--- src/rtl/stopwatch_ctrl.sv ---
// Sequencer for the stopwatch digit chain: synchronises the buttons, runs the
// IDLE/RUN/PAUSE/DONE state machine, generates the count tick and stops at terminal count.
module stopwatch_ctrl #(
   parameter int TICK_DIV = 1_000_000,
   parameter int CNT_W    = 20
) (
   input  logic       clk,
   input  logic       reset,
   input  logic       btn_ss,
   input  logic       btn_clr,
   input  logic       btn_plus2,
   input  logic       mode_down,
   input  logic       at_zero,
   input  logic       at_max,
   output logic       start,
   output logic       ups,
   output logic       force_reset,
   output logic       preset,
   output logic       plus_min2,
   output logic       done,
   output logic [1:0] state
);

   typedef enum logic [1:0] {
      IDLE  = 2'b00,
      RUN   = 2'b01,
      PAUSE = 2'b10,
      DONE  = 2'b11
   } state_t;

   localparam int               BTN_SS   = 0;
   localparam int               BTN_CLR  = 1;
   localparam int               BTN_P2   = 2;
   localparam logic [CNT_W-1:0] DIV_LAST = CNT_W'(TICK_DIV - 1);

   logic [2:0]       btn_s1, btn_s2, btn_d, btn_rise;
   logic             mode_s1, mode_s2;

   state_t           state_q, state_nxt;
   logic [CNT_W-1:0] div_q, div_nxt;
   logic             ups_nxt;
   logic             preset_pend_q, preset_pend_nxt;
   logic             start_nxt, force_nxt, preset_nxt, plus_nxt;
   logic             tick, terminal;

   // Two-flop synchronisers, then a registered rise detector so every button
   // press becomes exactly one clean cycle seen by the FSM.
   // NOTE: sequential state uses non-blocking (<=) so all flops sample together.
   always_ff @(posedge clk) begin
      if (reset) begin
         btn_s1   <= '0;
         btn_s2   <= '0;
         btn_d    <= '0;
         btn_rise <= '0;
         mode_s1  <= 1'b0;
         mode_s2  <= 1'b0;
      end else begin
         btn_s1   <= {btn_plus2, btn_clr, btn_ss};
         btn_s2   <= btn_s1;
         btn_d    <= btn_s2;
         btn_rise <= btn_s2 & ~btn_d;
         mode_s1  <= mode_down;
         mode_s2  <= mode_s1;
      end
   end

   assign tick     = (div_q == DIV_LAST);
   assign terminal = ups ? at_max : at_zero;

   always_comb begin
      // NOTE: every output of this block gets a default first, so no latches.
      state_nxt       = state_q;
      div_nxt         = div_q;
      ups_nxt         = ups;
      preset_pend_nxt = 1'b0;
      start_nxt       = 1'b0;
      force_nxt       = 1'b0;
      preset_nxt      = 1'b0;
      plus_nxt        = 1'b0;

      case (state_q)
         IDLE: begin
            div_nxt = '0;
            if (btn_rise[BTN_CLR])     force_nxt = 1'b1;
            else if (btn_rise[BTN_SS]) state_nxt = RUN;
            else if (btn_rise[BTN_P2]) plus_nxt  = 1'b1;
            // Direction switch disagrees with ups: flip it now, load presets next edge.
            if (mode_s2 == ups) begin
               ups_nxt         = ~mode_s2;
               preset_pend_nxt = 1'b1;
            end
         end
         RUN: begin
            if (btn_rise[BTN_CLR]) begin
               state_nxt = IDLE;
               force_nxt = 1'b1;
               div_nxt   = '0;
            end else if (btn_rise[BTN_SS]) begin
               state_nxt = PAUSE;
            end else if (tick) begin
               div_nxt = '0;
               if (terminal) state_nxt = DONE;
               else          start_nxt = 1'b1;
            end else begin
               div_nxt = div_q + CNT_W'(1);
            end
         end
         PAUSE: begin
            if (btn_rise[BTN_CLR]) begin
               state_nxt = IDLE;
               force_nxt = 1'b1;
            end else if (btn_rise[BTN_SS]) begin
               state_nxt = RUN;
            end else if (btn_rise[BTN_P2]) begin
               plus_nxt = 1'b1;
            end
         end
         DONE: begin
            div_nxt = '0;
            if (btn_rise[BTN_CLR]) begin
               state_nxt = IDLE;
               force_nxt = 1'b1;
            end else if (btn_rise[BTN_SS]) begin
               state_nxt = IDLE;
            end
         end
         default: state_nxt = IDLE;
      endcase

      // A pending preset yields to a clear or tick in the same cycle and fires one cycle later.
      if (preset_pend_q) begin
         if (force_nxt || start_nxt) preset_pend_nxt = 1'b1;
         else                        preset_nxt      = 1'b1;
      end
   end

   always_ff @(posedge clk) begin
      if (reset) begin
         state_q       <= IDLE;
         div_q         <= '0;
         ups           <= 1'b1;
         preset_pend_q <= 1'b0;
         start         <= 1'b0;
         force_reset   <= 1'b0;
         preset        <= 1'b0;
         plus_min2     <= 1'b0;
      end else begin
         state_q       <= state_nxt;
         div_q         <= div_nxt;
         ups           <= ups_nxt;
         preset_pend_q <= preset_pend_nxt;
         start         <= start_nxt;
         force_reset   <= force_nxt;
         preset        <= preset_nxt;
         plus_min2     <= plus_nxt;
      end
   end

   assign state = state_q;
   assign done  = (state_q == DONE);

endmodule

--- config.mk ---
export PLATFORM = sky130hd
export DESIGN_NAME = stopwatch_ctrl
export DESIGN_NICKNAME = d
export VERILOG_FILES = /design/src/rtl/stopwatch_ctrl.sv
export SDC_FILE = /design/constraint.sdc
export NUM_CORES = 1
export LEC_CHECK = 0
export BUFFER_PORTS_ARGS = -buffer_cell sky130_fd_sc_hd__clkbuf_2
export CORE_MARGIN = 4
export CORE_UTILIZATION = 38
export DETAILED_ROUTE_END_ITERATION = 8
export GPL_TIMING_DRIVEN = 0
export PLACE_DENSITY_LB_ADDON = 0.1
export SLEW_MARGIN = 20
export SYNTH_ARGS = -nofsm -noshare
export SYNTH_HDL_FRONTEND = slang
export SYNTH_SLANG_ARGS = --single-unit
export TNS_END_PERCENT = 20
--- constraint.sdc ---
create_clock -name clk -period 2.4 [get_ports clk]
set_clock_uncertainty 0.15 [all_clocks]
set_input_delay 0.24 -clock clk [delete_from_list [all_inputs] [get_ports clk]]
set_output_delay 0.24 -clock clk [all_outputs]
set_load 0.05 [all_outputs]
==> results of run 1 <==
-- layout by cell type, fill, tap and decap left out, types with 3 or more instances in the layout --
cell type | Yosys | layout
nand3_1 | 6 | 6
nor4_1 | 3 | 3
nor2b_1 | 17 | 17
inv_1 | 6 | 6
clkbuf_8 | 0 | 6
nor2_2 | 4 | 4
clkbuf_1 | 3 | 3
nor2_1 | 25 | 25
nand4_1 | 3 | 3
nand2_1 | 11 | 11
xor2_1 | 4 | 4
clkbuf_2 | 0 | 14
buf_6 | 5 | 5
a21oi_1 | 4 | 4
ha_1 | 5 | 5
dfxtp_1 | 42 | 42
nor3_1 | 8 | 8
xnor2_1 | 16 | 16
-- metal layers --
metal,wire length [um],global-route usage,vias to the layer above
li1,-,-,689
met1,1550,0.144,620
met2,1620,0.214,32
met3,147,0.0401,9
met4,53,0.0472,0
met5,0,0,-
-- cells by family (layout without fill, tap and decap cells) --
logic type / Yosys count / after routing / synth area share
flops: 42 / 42 / 0.450
compound gates: 16 / 16 / 0.0670
fa+ha+maj: 5 / 5 / 0.0335
xor+xnor: 20 / 20 / 0.0938
buf+inv: 15 / 35 / 0.0522
mux: 2 / 2 / 0.0107
simple gates: 94 / 94 / 0.293
-- cell type report --
class | instances | area [um2]
plain buffers | 9 | 75.1
clock buffers | 6 | 82.6
fillers | 486 | 2650
inverters | 6 | 22.5
multi-input cells | 137 | 930
flip-flops and latches | 42 | 841
well taps | 67 | 83.8
repair buffers | 14 | 70.1
-- stage by stage --
step / setup WS, ns / instance area, um2 / std cells
floorplan: 0.221 / 1870 / 194
global placement: 0.383 / 2020 / 275
detailed placement: 0.350 / 2020 / 275
CTS: 0.308 / 2100 / 281
global route: 0.173 / 2100 / 281
finish: 0.329 / 2100 / 281
-- how the worst min path moves through the flow --
stage                        start                      to  cells after the start
6_report                 mode_down      mode_s1$_SDFF_PP0_                      2
3_3_place_gp   btn_d[1]$_SDFF_PP0_  btn_rise[1]$_SDFF_PP0_                      1
5_1_grt                  mode_down      mode_s1$_SDFF_PP0_                      2
2_1_floorplan  btn_d[0]$_SDFF_PP0_  btn_rise[0]$_SDFF_PP0_                      1
4_1_cts                  mode_down      mode_s1$_SDFF_PP0_                      2
3_5_place_dp   btn_d[0]$_SDFF_PP0_  btn_rise[0]$_SDFF_PP0_                      1
-- power breakdown --
group / total (uW) / switching (uW) / leakage (uW) / internal [uW]
combinational: 393 / 233 / 0.000412 / 160
clock: 435 / 213 / 0.0000431 / 222
sequential: 751 / 25.6 / 0.000341 / 726
total: 1580 / 472 / 0.000796 / 1110
-- state kept, by name, indices dropped and copies added, names as in the netlist --
signal and count:
mode_s1 1, ups 1, btn_d 3, btn_s1 3, plus_min2 1, force_reset 1
preset 1, div_q 20, preset_pend_q 1, btn_rise 3, btn_s2 3, state 2
mode_s2 1, start 1
-- critical path, delay by kind of cell, from the launching register on --
kind | cells | cell delay (ns)
simple gates | 4 | 0.80
flops | 1 | 0.43
fa+ha+maj | 1 | 0.32
xor+xnor | 1 | 0.17
buf+inv | 1 | 0.10
-- synth_stat cells (2+ instances only) --
cell,n
a21oi_1,4
and2_1,2
and3_1,2
and3_2,2
and4bb_2,2
buf_6,5
clkbuf_1,3
dfxtp_1,42
ha_1,5
inv_1,6
mux2i_1,2
nand2_1,11
nand3_1,6
nand4_1,3
nor2_1,25
nor2_2,4
nor2b_1,17
nor3_1,8
nor3b_2,2
nor4_1,3
o21ai_0,2
xnor2_1,16
xor2_1,4
==> reports/qor.csv, run 1 <==
metric;value;unit
Final Core Density;0.443;
worst-path fanout max;6;
Syn Area/Cell;9.63;um2
Post-CTS Setup Repair Bufs;0;
clock-pin transition on the worst setup and hold timing paths;0.07;ns
Die Span X;78.1;um
DP HPWL;2520;um
R2R cell count;7;
Worst setup SP type;flop;
initial antenna violation count;0;
largest net degree at the start of global routing;12;
vias in the first global route;1378;
post_cts resized;0;
Avg WL per Cell;12.0;um
Crit Path Category;reg2reg;
Cell Area, Synth;0.00187;mm2
register area share after synthesis;0.450;
fin crit period;2.07;ns
PD cells;750;mW/mm2
Post-Route WL;3370;um
Max Slew Vio Count;0;
RR Startpoint;state[0]$_SDFFE_PP0P_;
Min Hold Slack;0.0122;ns
Max Clk Rate;483;MHz
Starting Density;0.393;
post-synthesis instance total;194;
leading register cell type out of synthesis;dfxtp_1;
total CTS buffers;5;
P_leak;0.000796;uW
die area;0.00610;mm2
min-delay worst type;in2reg;
Max Cap Viol;0;
Tcrit/Tclk final;0.863;
worst-path cell chain;inv_1 > ha_1 > nand2b_2 > nand4_1 > nor3_1 > xnor2_1 > nor2_1;
grt total ovfl;0;
Worst-Margin Slew;0.475;ns
DR pass1 iterations;4;
via-per-instance ratio;4.80;
routed via count;1350;
gp weighted congestion;0.840;
DR DRC count;0;
leading area contributor after synthesis;dfxtp_1;
area fraction of the dominant cell type after synthesis;0.450;
Port Buffer Count;14;
peak supply drop;0.000420;V
core area;0.00475;mm2
share of cells above drive strength 1;0.206;
status;finished, final reports clean;
Hold Vio Cnt, Final;0;
# H-tree levels;2;
Total GRT Usage;0.125;
clk sinks;42;
crit end category;flop;
CP endpoint;div_q[18]$_SDFFE_PP0P_;
reg2reg end;div_q[18]$_SDFFE_PP0P_;
CTS max path bufs;2;
area grow syn2layout;12.7;%
r2r setup slk;0.33;ns
synth top area cells;dfxtp_1 45%, xnor2_1 7.5%, nor2b_1 5.7%;
post-synthesis register bit count;42;
Slowest-stage cell, CP;dfxtp_1;
Skew-Pair Late Insertion Delay;0.28;ns
slowest cell delay on critical path;0.43;ns
Max-slew headroom;0.684;
crit path from;state[0]$_SDFFE_PP0P_;
fraction of registers with async set/reset;0;
die height;78.1;um
Antenna Cells;0;
Final setup viols;0;
Synth Warn #;0;
initial DRC count;53;
RSZ-0062 raised after global routing;no;
CTS tree;done;
I/O pin count;16;
number of distinct library cells after synthesis;41;
num rows;25;
Post-DRT Antenna Nets;0;
hold_buf cts;0;
first-pass GRT wire length;6090;um
CP arrival;2.10;ns
Post-Syn Nets;207;
total power;1580;uW
EDFF count, synth;0;
clock root buffer master;clkbuf_8;
CP required;2.43;ns
NumNets Final;228;
setup TNS;0;ns
(Power assumes the default switching activity.)
==> run 2: changes to the inputs <==
--- a/config.mk
+++ b/config.mk
@@ -5,6 +5,7 @@
 export SDC_FILE = /design/constraint.sdc
 export NUM_CORES = 1
 export LEC_CHECK = 0
+export ABC_AREA = 1
 export BUFFER_PORTS_ARGS = -buffer_cell sky130_fd_sc_hd__clkbuf_2
 export CORE_MARGIN = 4
 export CORE_UTILIZATION = 38
==> run 2 against run 1 <==
  * First-iteration DRC count grew to 3.2 times the previous value
  * Critical path type unchanged
  * Die area increased by 11%
  * Largest cell class unchanged
  * Sequential power is 4.5% lower
  * Fmax rose by 6.3%
  * Sequential share of layout area fell by 5.4 points
  * Utilization is 2.4 points higher
  * Register-to-register slack gained 0.12 ns
  * Flip-flop and latch count unchanged
  * Setup slack gained 0.12 ns
  * Routed wire length grew 30%
  * Highest routed layer unchanged
  * Total power is 5.8% lower
  * Via count up 32%
==> reports/qor.csv, run 2 <==
metric;value;unit
Min Hold Slack;0.0946;ns
fin crit period;1.95;ns
DR pass1 iterations;5;
fin cells;399;
gp weighted congestion;0.831;
clock-pin transition on the worst setup and hold timing paths;0.08;ns
Cell Area, Synth;0.00209;mm2
Biggest register;div_q;
DP HPWL;3290;um
RSZ-0062 raised after global routing;no;
CP required;2.45;ns
Synth top cells by count;65 x nand2_1, 53 x nor2_1, 43 x inv_1;
P_sw;328;uW
die area;0.00675;mm2
critical path depth;9;
Max Cap Viol;0;
clock share of power;0.453;
post-synthesis adder-cell area fraction;0.0299;
clock root buffer master;clkbuf_8;
combinational fraction of design power;0.065;
Total GRT Usage;0.148;
EDFF count, synth;0;
Slowest-stage cell, CP;dfxtp_1;
crit end category;flop;
Avg WL per Cell;11.0;um
main combinational cell family by area after synthesis;simple AND/OR/NAND/NOR gates;
Die Span X;82.2;um
simple logic cell fraction of the synthesized area;0.394;
I/O pin count;16;
Internal;1160;uW
setup TNS;0;ns
leading area contributor after synthesis;dfxtp_1;
Net Sw Frac;0.221;
leading register cell type out of synthesis;dfxtp_1;
initial antenna violation count;0;
clk sinks;42;
post_cts resized;0;
P_leak;0.00101;uW
Worst-Margin Slew;0.443;ns
CTS max path bufs;2;
Max Clk Rate;513;MHz
Post-Route WL;4380;um
CP arrival;1.99;ns
max reg flops;20;
count leader, synth;nand2_1;
peak supply drop;0.000410;V
Max-slew headroom;0.705;
Crit Path Category;reg2reg;
Synth Warn #;0;
NumNets Final;341;
grt total ovfl;0;
Port Buffer Count;15;
Synth Area in XOR/XNOR;0.0168;
portion of total power attributed to sequential cells;0.482;
min-delay worst type;in2reg;
Hold Vio Cnt, Final;0;
worst-path cell chain;inv_1 > ha_1 > nand2_2 > nand2_4 > inv_4 > nand2_4 > nand2_4 > buf_8 > nor2_1;
largest net degree at the start of global routing;15;
Synth Area in Compound Gates;0.0515;
Inst Count DP;387;
fraction of registers with async set/reset;0;
first-pass GRT wire length;7610;um
die height;82.2;um
mux contribution to synthesized area;0;
number of distinct library cells after synthesis;29;
core area;0.00520;mm2
PD cells;612;mW/mm2
share of cells above drive strength 1;0.161;
post-synthesis instance total;302;
Filler Cells Inserted;542;
post-synthesis register bit count;42;
worst path bufs/invs;3;
via-per-instance ratio;4.46;
vias in the first global route;1682;
r2r setup slk;0.45;ns
dpl ws;0.432;ns
total CTS buffers;5;
Max Slew Vio Count;0;
hold path depth;4;
register area share after synthesis;0.402;
DR DRC count;0;
Syn Area/Cell;6.92;um2
R2R cell count;9;
status;finished, final reports clean;
synth top area cells;dfxtp_1 40%, nand2_1 12%, nor2_1 9.5%;
Post-CTS Setup Repair Bufs;0;
area fraction of the dominant cell type after synthesis;0.402;
Antenna Cells;0;
Starting Density;0.402;
slowest cell delay on critical path;0.45;ns
CTS tree;done;
most frequent cells in the layout;65 x nand2_1, 53 x nor2_1, 43 x inv_1;
num rows;26;
Worst setup SP type;flop;
# H-tree levels;2;
initial DRC count;168;
area grow syn2layout;16.3;%
Tcrit/Tclk final;0.812;
routed via count;1778;
final worst slack;0.451;ns
most used cell, CP;nand2_4;
most common cell after layout, fill and taps aside;nand2_1;
Post-DRT Antenna Nets;0;
CP top delay family;simple AND/OR/NAND/NOR gates;
worst-path fanout max;10;
Skew-Pair Late Insertion Delay;0.30;ns
Final setup viols;0;
Post-Syn Nets;315;
-- run 2: power by group through the flow --
stage / Clock (uW) / Combinational [uW] / Sequential (uW)
after floorplan: 0 / 57.7 / 743
after global placement: 0 / 92.5 / 734
after detailed placement: 0 / 92.0 / 734
after CTS: 693 / 97.6 / 718
after global routing: 721 / 107 / 720
final: 674 / 96.2 / 717
-- run 2: per-stage QoR --
| step | area (um2) | total power [uW] | util |
|---|---|---|---|
| 2_1_floorplan | 2090 | 800 | - |
| 3_3_place_gp | 2250 | 826 | 0.433 |
| 3_5_place_dp | 2250 | 826 | 0.433 |
| 4_1_cts | 2430 | 1510 | 0.467 |
| 5_1_grt | 2430 | 1550 | 0.467 |
| 6_report | 2430 | 1490 | 0.467 |
-- run 2: cells by family after synthesis --
kind of cell,Yosys count
compound gates,21
flops,42
xor+xnor,4
simple gates,177
buf+inv,53
fa+ha+maj,5
-- run 2: final timing paths --
check	start	end
max	state[1]$_SDFFE_PP0P_	div_q[16]$_SDFFE_PP0P_
min	at_zero	start$_SDFF_PP0_
max reg2reg	state[1]$_SDFFE_PP0P_	div_q[16]$_SDFFE_PP0P_
min reg2reg	btn_d[2]$_SDFF_PP0_	btn_rise[2]$_SDFF_PP0_
-- run 2: timing repair --
| item | CTS | global route |
|---|---|---|
| endpoints found under the setup margin | 0 | 0 |
| endpoints found under the hold margin | 4 | 0 |
| hold buffers | 4 | 0 |
-- run 2: worst register-to-register path, cell delays in order (launching register included) --
cell and delay (ns):
dfxtp_1 0.45, inv_1 0.10, ha_1 0.32, nand2_2 0.14, nand2_4 0.12, inv_4 0.13
nand2_4 0.10, nand2_4 0.11, buf_8 0.17, nor2_1 0.06
-- run 2: final cells by class --
cell class | instances | area [um2] | share of cell area
Buffer | 4 | 33.8 | 0.0139
Clock buffer | 5 | 68.8 | 0.0283
Clock inverter | 3 | 68.8 | 0.0283
Inverter | 49 | 186 | 0.0767
Multi-Input combinational cell | 207 | 1030 | 0.424
Sequential cell | 42 | 841 | 0.346
Tap cell | 70 | 87.6 | 0.0360
Timing Repair Buffer | 19 | 115 | 0.0473
-- run 2: routing by layer --
metal  wire [um]  GRT usage
met1        2180      0.189
met2        2020      0.246
met3         157     0.0358
met4          27     0.0449
met5           0          0
==> run 3: changes to the inputs <==
--- a/config.mk
+++ b/config.mk
@@ -5,7 +5,7 @@
 export SDC_FILE = /design/constraint.sdc
 export NUM_CORES = 1
 export LEC_CHECK = 0
-export ABC_AREA = 1
+export ABC_AREA = 0
 export BUFFER_PORTS_ARGS = -buffer_cell sky130_fd_sc_hd__clkbuf_2
 export CORE_MARGIN = 4
 export CORE_UTILIZATION = 38
==> constraint.sdc (replaced) <==
create_clock -name clk -period 1.9 [get_ports clk]
set_clock_uncertainty 0.15 [all_clocks]
set_input_delay 0.19 -clock clk [delete_from_list [all_inputs] [get_ports clk]]
set_output_delay 0.19 -clock clk [all_outputs]
set_load 0.05 [all_outputs]
==> run 3 against run 2 <==
  * Fmax grew 7.7%
  * Flip-flop and latch count is the same
  * Non-clock buffer count grew 5
  * Design area shrank 5.9%
  * Hold slack gained 0.063 ns
  * Global-route usage shrank 2.0 points
  * Clock-buffer cell count is the same
  * Clock power grew 23%
  * Die area shrank 9.6%
  * Combinational power grew to 6.0 times the previous value
  * Critical endpoint is now div_q[14]$_SDFFE_PP0P_
  * Largest power group unchanged
==> reports/qor.csv, run 3 (synthesized netlist as in run 1, its figures left out) <==
metric;value;unit
status;finished, final reports clean;
Worst setup SP type;flop;
Hold Vio Cnt, Final;0;
clock share of power;0.350;
die area;0.00610;mm2
initial antenna violation count;0;
PD cells;1030;mW/mm2
P_leak;0.000850;uW
R2R cell count;8;
CP top delay family;simple AND/OR/NAND/NOR gates;
Die Span X;78.1;um
critical path depth;8;
die height;78.1;um
Min Hold Slack;0.157;ns
via-per-instance ratio;4.82;
crit path from;state[0]$_SDFFE_PP0P_;
Internal;1710;uW
Max-slew headroom;0.680;
clock-pin transition on the worst setup and hold timing paths;0.08;ns
vias in the first global route;1425;
Slowest-stage cell, CP;dfxtp_4;
Antenna Cells;0;
portion of total power attributed to sequential cells;0.408;
clk sinks;42;
max reg flops;20;
clock root buffer master;clkbuf_8;
share of cells above drive strength 1;0.276;
Total GRT Usage;0.128;
gp weighted congestion;0.816;
Net Sw Frac;0.278;
I/O pin count;16;
worst path bufs/invs;2;
NumNets Final;233;
Avg WL per Cell;12.8;um
Post-Route WL;3700;um
CP endpoint;div_q[14]$_SDFFE_PP0P_;
CTS max path bufs;2;
most frequent cells in the layout;40 x dfxtp_1, 24 x nor2_1, 17 x nor2b_1;
Starting Density;0.393;
first-pass GRT wire length;6140;um
most common cell after layout, fill and taps aside;dfxtp_1;
Post-DRT Antenna Nets;0;
r2r setup slk;0.09;ns
Max Clk Rate;553;MHz
RR Startpoint;state[0]$_SDFFE_PP0P_;
Filler Cells Inserted;454;
largest net degree at the start of global routing;15;
# H-tree levels;2;
crit end category;flop;
num rows;25;
Port Buffer Count;14;
slowest cell delay on critical path;0.41;ns
DR pass1 iterations;4;
Tcrit/Tclk final;0.952;
Worst-Margin Slew;0.481;ns
fin crit period;1.81;ns
Crit Path Category;reg2reg;
CP required;1.93;ns
Max Cap Viol;0;
min-delay worst type;in2reg;
core area;0.00475;mm2
area grow syn2layout;22.5;%
worst-path cell chain;inv_2 > ha_4 > nand2b_4 > nand4_1 > buf_4 > nor3_2 > xnor2_1 > nor2_2;
combinational fraction of design power;0.242;
CTS tree;done;
worst-path fanout max;6;
routed via count;1388;
initial DRC count;40;
peak supply drop;0.000638;V
Final Core Density;0.481;
Final setup viols;0;
P_sw;657;uW
CP arrival;1.84;ns
grt total ovfl;0;
total CTS buffers;5;
DR DRC count;0;
Skew-Pair Late Insertion Delay;0.29;ns
Max Slew Vio Count;0;
DP HPWL;2550;um
Biggest register;div_q;
reg2reg end;div_q[14]$_SDFFE_PP0P_;
[run 3: cell types whose count changed in the layout (fill, tap and decap cells not counted), moves of 4 or more]
cell,delta
nor2_2,-5
xnor2_1,+16
a21oi_1,-5
nor2_1,-29
inv_1,-39
nor2b_1,+17
buf_6,+4
nand2_2,-4
o21ai_0,-7
nand2_1,-54
nand3_1,-16
nor3_2,+5
[run 3: power groups by stage]
stage / Clock [uW] / Combinational, uW / Sequential (uW)
after floorplan: 0 / 365 / 1010
after global placement: 0 / 491 / 975
after detailed placement: 0 / 502 / 979
after CTS: 864 / 512 / 958
after global routing: 897 / 623 / 971
final: 829 / 573 / 965
[run 3: worst min path at each step]
stage / cells past startpoint / end / startpoint / slack [ns]
2_1_floorplan: 1 / btn_s1[0]$_SDFF_PP0_ / btn_ss / 0.17
3_3_place_gp: 1 / btn_rise[1]$_SDFF_PP0_ / btn_d[1]$_SDFF_PP0_ / 0.22
3_5_place_dp: 1 / btn_rise[0]$_SDFF_PP0_ / btn_d[0]$_SDFF_PP0_ / 0.22
4_1_cts: 2 / force_reset$_SDFF_PP0_ / reset / 0.16
5_1_grt: 2 / force_reset$_SDFF_PP0_ / reset / 0.18
6_report: 2 / force_reset$_SDFF_PP0_ / reset / 0.16
[run 3: worst reg2reg max path, cell delays in order, from the launching register on]
cell	delay (ns)
dfxtp_4	0.41
inv_2	0.07
ha_4	0.25
nand2b_4	0.09
nand4_1	0.11
buf_4	0.19
nor3_2	0.22
xnor2_1	0.17
nor2_2	0.05
[run 3: layout make-up]
type	instances	area [um2]	share of cell area
inverters	6	22.5	0.00984
clock buffers	5	68.8	0.0301
repair buffers	20	125	0.0547
flip-flops and latches	42	848	0.371
clock inverters	3	68.8	0.0301
multi-input cells	137	1000	0.437
well taps	67	83.8	0.0366
plain buffers	8	71.3	0.0312
[run 3: repair_timing]
action / in CTS / in global routing
hold endpoints to repair: 4 / 0
endpoints found under the setup margin: 6 / 23
hold buffers: 4 / 0
pin swaps: 1 / 2
setup buffers: 1 / 1
gates resized for setup: 2 / 12
[run 3: routing by layer]
layer | track usage | up-vias | part of all wire
li1 | - | 700 | -
met1 | 0.140 | 661 | 0.42
met2 | 0.232 | 21 | 0.53
met3 | 0.0344 | 6 | 0.034
met4 | 0.0507 | 0 | 0.016
met5 | 0 | - | 0
[run 3: through the flow]
stage	worst slack [ns]	TNS (ns)	power, uW	instances	cell area [um2]
2_1_floorplan	0.0169	0	1380	194	1880
3_3_place_gp	-0.0496	-0.155	1470	275	2030
3_5_place_dp	-0.0931	-0.354	1480	275	2030
4_1_cts	0.0294	0	2330	288	2220
5_1_grt	-0.00830	-0.00830	2490	288	2290
6_report	0.0912	0	2370	288	2290
